--- src/rtl/edge_pkg.sv ---
// Shared types and sizing for the Sobel edge-detection row stage.
package edge_pkg;

  localparam int PIX_W   = 8;
  localparam int ROW_PIX = 20;
  localparam int COL_W   = 5;
  localparam int IDX_W   = 16;

  typedef logic [PIX_W-1:0] pixel_t;
  typedef pixel_t [ROW_PIX-1:0] pixel_row_t;
  // One 3-pixel column of the window: [0] = oldest row, [2] = newest row
  typedef pixel_t [2:0] pixel_col_t;

  typedef enum logic [1:0] {
    IDLE,
    COMPUTE,
    OUTPUT
  } sobel_state_t;

endpackage

--- src/rtl/sobel_kernel.sv ---
// Combinational 3x3 Sobel magnitude for one output column, with saturation and thresholding.
module sobel_kernel
  import edge_pkg::*;
(
  input  pixel_col_t left,
  input  pixel_col_t mid,
  input  pixel_col_t right,
  input  pixel_t     threshold,
  output pixel_t     res
);

  // a + 2b + c, at most 1020, so it stays positive as an 11-bit signed value
  function automatic logic [10:0] weighted_sum(input pixel_t a, input pixel_t b, input pixel_t c);
    return {3'b000, a} + {2'b00, b, 1'b0} + {3'b000, c};
  endfunction

  function automatic logic [10:0] abs11(input logic signed [10:0] v);
    logic [10:0] r;
    r = v[10] ? -v : v;
    return r;
  endfunction

  function automatic pixel_t sat_thresh(input logic [11:0] mag, input pixel_t thr);
    pixel_t s;
    s = (mag > 12'd255) ? 8'hFF : mag[7:0];
    return (s < thr) ? '0 : s;
  endfunction

  logic signed [10:0] gx;
  logic signed [10:0] gy;
  logic [11:0]        mag;

  assign gx  = $signed(weighted_sum(right[0], right[1], right[2]))
             - $signed(weighted_sum(left[0], left[1], left[2]));
  assign gy  = $signed(weighted_sum(left[2], mid[2], right[2]))
             - $signed(weighted_sum(left[0], mid[0], right[0]));
  assign mag = {1'b0, abs11(gx)} + {1'b0, abs11(gy)};
  assign res = sat_thresh(mag, threshold);

endmodule

--- src/rtl/sobel_row_stage.sv ---
// Three-row sliding window feeding a column-serial Sobel kernel; one result row per accepted row.
module sobel_row_stage #(
  parameter int ROW_PIX = edge_pkg::ROW_PIX,
  parameter int PIX_W   = edge_pkg::PIX_W
) (
  input  logic                           clk,
  input  logic                           n_rst,
  input  logic                           frame_start,
  input  logic                           row_valid,
  input  logic [ROW_PIX-1:0][PIX_W-1:0]  row_in,
  output logic                           row_ready,
  input  logic [PIX_W-1:0]               threshold,
  output logic                           result_valid,
  input  logic                           result_ack,
  output logic [ROW_PIX-1:0][PIX_W-1:0]  result_out,
  output logic [15:0]                    out_row,
  output logic                           busy
);

  localparam int COL_W = edge_pkg::COL_W;
  localparam logic [COL_W-1:0] FIRST_COL = COL_W'(1);
  localparam logic [COL_W-1:0] LAST_COL  = COL_W'(ROW_PIX - 2);

  edge_pkg::sobel_state_t state, state_next;
  logic [1:0]       rows_loaded, rows_next;
  logic [COL_W-1:0] col, col_next, col_l, col_r;
  logic             load_row, write_res, bump_row;
  logic [15:0]      row_idx;

  logic [ROW_PIX-1:0][PIX_W-1:0] w0, w1, w2, res;
  edge_pkg::pixel_t              kern_res;

  always_comb begin
    state_next = state;
    rows_next  = rows_loaded;
    col_next   = col;
    load_row   = 1'b0;
    write_res  = 1'b0;
    bump_row   = 1'b0;
    if (frame_start) begin
      state_next = edge_pkg::IDLE;
      rows_next  = 2'd0;
    end else begin
      case (state)
        edge_pkg::IDLE: begin
          if (row_valid) begin
            load_row  = 1'b1;
            rows_next = (rows_loaded == 2'd3) ? 2'd3 : rows_loaded + 2'd1;
            if (rows_next == 2'd3) begin
              state_next = edge_pkg::COMPUTE;
              col_next   = FIRST_COL;
            end
          end
        end
        edge_pkg::COMPUTE: begin
          write_res = 1'b1;
          if (col == LAST_COL) begin
            state_next = edge_pkg::OUTPUT;
            bump_row   = 1'b1;
          end else begin
            col_next = col + COL_W'(1);
          end
        end
        edge_pkg::OUTPUT: begin
          if (result_ack) state_next = edge_pkg::IDLE;
        end
        default: state_next = edge_pkg::IDLE;
      endcase
    end
  end

  always_ff @(posedge clk or negedge n_rst) begin
    if (!n_rst) begin
      state       <= edge_pkg::IDLE;
      rows_loaded <= 2'd0;
      col         <= FIRST_COL;
      row_idx     <= 16'd0;
      res         <= '0;
    end else begin
      state       <= state_next;
      rows_loaded <= rows_next;
      col         <= col_next;
      if (frame_start)   row_idx <= 16'd0;
      else if (bump_row) row_idx <= row_idx + 16'd1;
      // Border columns are never written and keep their reset value of zero
      if (write_res) res[col] <= kern_res;
    end
  end

  always_ff @(posedge clk) begin
    if (load_row) begin
      w0 <= w1;
      w1 <= w2;
      w2 <= row_in;
    end
  end

  // col is confined to 1..ROW_PIX-2, so both neighbours are always in range
  assign col_l = col - COL_W'(1);
  assign col_r = col + COL_W'(1);

  sobel_kernel u_kernel (
    .left      ({w2[col_l], w1[col_l], w0[col_l]}),
    .mid       ({w2[col],   w1[col],   w0[col]}),
    .right     ({w2[col_r], w1[col_r], w0[col_r]}),
    .threshold (threshold),
    .res       (kern_res)
  );

  assign row_ready    = (state == edge_pkg::IDLE);
  assign busy         = (state != edge_pkg::IDLE);
  assign result_valid = (state == edge_pkg::OUTPUT);
  assign result_out   = res;
  assign out_row      = row_idx;

endmodule
--- config.mk ---
export PLATFORM = sky130hd
export DESIGN_NAME = sobel_row_stage
export DESIGN_NICKNAME = d
export VERILOG_FILES = /design/src/rtl/edge_pkg.sv /design/src/rtl/sobel_kernel.sv /design/src/rtl/sobel_row_stage.sv
export SDC_FILE = /design/constraint.sdc
export NUM_CORES = 1
export LEC_CHECK = 0
export BUFFER_PORTS_ARGS = -buffer_cell sky130_fd_sc_hd__buf_2
export CAP_MARGIN = 40
export CELL_PAD_IN_SITES_DETAIL_PLACEMENT = 1
export CELL_PAD_IN_SITES_GLOBAL_PLACEMENT = 1
export CORE_UTILIZATION = 54
export DETAILED_ROUTE_END_ITERATION = 8
export HOLD_SLACK_MARGIN = 0.05
export PLACE_DENSITY = 0.93
export REMOVE_ABC_BUFFERS = 1
export SLEW_MARGIN = 30
export SYNTH_ARGS = -nofsm -noshare
export SYNTH_HDL_FRONTEND = slang
export SYNTH_SLANG_ARGS = --single-unit
--- constraint.sdc ---
create_clock -name clk -period 47.1 [get_ports clk]
set_input_delay 11.775 -clock clk [delete_from_list [all_inputs] [get_ports clk]]
set_output_delay 11.775 -clock clk [all_outputs]
set_load 0.02 [all_outputs]
==> results.json <==
{
  "drc": 0,
  "port_buffers": 351,
  "place_hpwl_um": 78230,
  "async_reset_ff_frac": 0.2782,
  "cp.arrival_ps": 15930,
  "cpPeakStageDelay_ps": 890,
  "grtUsageTotal": 0.3603,
  "io_pins": 352,
  "viasPerCell": 7.179,
  "yosysTopAreaCell": "edfxtp_1",
  "tightest_slew_ps": 1018,
  "grt_max_degree": 124,
  "synth_seq_cells": 665,
  "cap_violations": 0,
  "start_kind": "flop",
  "cts_root_buffer": "clkbuf_16",
  "cts_setup_buffers": 0,
  "num_rows": 93,
  "worstPathRequired_ps": 47570,
  "cts_buffer_depth": 3,
  "crit_path_max_fanout": 67,
  "end_kind": "flop",
  "grt_pass1_wl_um": 178700,
  "synth.distinct_cells": 67,
  "synthCells": 2391,
  "min_path_cells": 2,
  "areaGrowthSynthToFinish_pct": 15.16,
  "synth_flop_cell": "edfxtp_1",
  "r2r_slack_ps": 31640,
  "hold_class": "flop to flop",
  "drt_iter0_drc": 3341,
  "nets": 3017,
  "clock.fmax_mhz": 64.68,
  "period_share": 0.3283,
  "wl_um": 121000,
  "synth_top_area_frac": 0.4049,
  "met2_usage": 0.6076,
  "synthTopCellsByArea": "edfxtp_1 (40%), mux4_2 (22%), dfrtp_1 (13%), o31ai_1 (3.5%), nand2_1 (2.9%)",
  "clk_pin_slew_ps": 60,
  "r2r-end": "result_out[37]",
  "crit_top_cell": "buf_4",
  "hold_violations": 0,
  "layout-drive-gt1-share": 0.3315,
  "routed-via-count": 26090,
  "cts_hold_buf": 0,
  "grt_remaining_overflow": 0,
  "finalCriticalPeriod_ps": 15460,
  "cts_tree": "done",
  "tns_ps": 0,
  "clock_latency_ps": 650,
  "die-area_sq_um": 66950,
  "worstHoldStart": "result_out[61]",
  "initial_core_util": 0.5493,
  "grtUsageMet3": 0.08265,
  "worstReg2RegStart": "col[0]",
  "setup_viol": 0,
  "wl_per_cell_um": 33.30,
  "gp_congestion": 0.9039,
  "grt_pass1_vias": 27760,
  "grt-busiest-layer": "met2",
  "antenna_found_initial": 0,
  "netlist_area_sq_um": 35600,
  "clock-sinks": 665,
  "slew_violations": 0,
  "avgSynthCellArea_sq_um": 14.89,
  "ctsResizeCount": 0,
  "fin_worst_skew_ps": 40.91,
  "outcome": "complete, no violations",
  "drtAntennaViolNets": 0,
  "critical_path_class": "flop to flop",
  "relSlewSlack": 0.3211,
  "die_h_um": 258.8,
  "r2r_cells": 47,
  "synth_seq_area_share": 0.5350,
  "use_met1": 0.4176,
  "core_area_sq_um": 64810,
  "synth_edf_count": 480,
  "drt_first_pass_iters": 6,
  "hold_end": "result_out[61]",
  "rsz0062_at_grt": "no",
  "cts_buffers": 74,
  "slowest_stage": "dfstp_4",
  "cts_max_level": 3,
  "die_x_um": 258.8,
  "ys.warnings.count": 0
}
-- layer usage --
metal,wire [um],vias up,part of all wire
met5,0,-,0
met2,60620,2120,0.50
met3,12090,624,0.10
met1,39790,13190,0.33
met4,8516,0,0.070
li1,-,10150,-
-- worst max-delay path by stage --
stage	to	start
finish	result_out[37]	col[0]
global route	result_out[37]	col[0]
CTS	result_out[37]	col[1]
detailed placement	w1[67]	row_valid
global placement	w1[67]	row_valid
floorplan	w0[0]	row_valid
-- stage by stage --
stage	hold WS [ps]	instance area [sq um]	worst slack, ps	utilization	cells
after floorplan	420.4	34850	14060	-	2228
after detailed placement	460.4	38450	31490	0.5932	3492
after global routing	494.7	40990	30950	0.6325	3633
after CTS	472.7	40780	31510	0.6291	3622
final	472.1	41000	31640	0.6325	3634
after global placement	437.0	38220	30960	0.5897	3481
-- logic make-up after synthesis --
family,after synthesis,synth area share
AOI/OAI and AO/OA,420,0.08231
xor gates and xnor gates,71,0.01789
adders and majority gates,120,0.04998
buffers and inverters,276,0.03290
DFF,665,0.5350
and+or+nand+nor,466,0.05631
muxes,373,0.2256
-- synthesized netlist by cell type, drive strengths merged, types with 15 or more instances --
library cell / number
nor2: 63
clkbuf: 63
dfrtp: 184
nor4: 15
nand3: 35
buf: 100
nand2: 279
a21o: 17
xor2: 27
ha: 83
nor3: 21
fa: 37
xnor2: 44
mux4: 343
a22o: 26
mux2i: 24
edfxtp: 480
o21ai: 69
o31ai: 166
a21oi: 50
inv: 113
o22ai: 20
-- cell type report --
class	instances	area (sq um)
fillers	5996	23820
flip-flops and latches	665	19050
multi-input cells	1450	15550
repair buffers	420	2572
clock buffers	99	2017
well taps	855	1070
inverters	113	424.2
clock inverters	31	310.3
diodes	1	2.502
-- state kept, by name (all words and copies together) (netlist names) --
signal       cells
w0             160
result_out     160
col              5
state            2
w2             160
out_row         16
w1             160
rows_loaded      2
-- cells in the final DEF, fill, tap and decap left out, types with 11 or more instances in the layout --
cell type / netlist / routed
o31ai_1: 164 / 164
o21ai_0: 56 / 56
nor4_1: 15 / 14
nor2_1: 63 / 61
a21oi_1: 50 / 50
clkbuf_1: 63 / 19
o22ai_1: 19 / 19
mux2i_1: 24 / 24
o21ai_1: 13 / 13
nand3_1: 35 / 35
inv_2: 12 / 12
buf_4: 23 / 45
a31oi_1: 11 / 11
clkbuf_16: 0 / 75
edfxtp_1: 480 / 480
a21o_1: 17 / 17
inv_1: 101 / 101
nor3_1: 21 / 12
a22o_1: 26 / 26
xnor2_1: 42 / 35
fa_1: 37 / 37
xor2_1: 27 / 26
nand2_1: 279 / 279
ha_1: 83 / 82
buf_2: 39 / 352
mux4_2: 343 / 343
dfrtp_1: 184 / 183
o21bai_1: 11 / 11
-- worst max-delay path: cells and delay by family, from the launching register on --
| family | cells | cell delay (ps) |
|---|---|---|
| flops | 1 | 890 |
| buf+inv | 12 | 4170 |
| compound gates | 16 | 3830 |
| simple gates | 8 | 1800 |
| xor+xnor | 2 | 430 |
| mux | 2 | 610 |
| fa+ha+maj | 7 | 3350 |
Power is left out: the tool's default activity adds up to more than one toggle a clock period on the data nets, which glitch-free logic cannot reach.
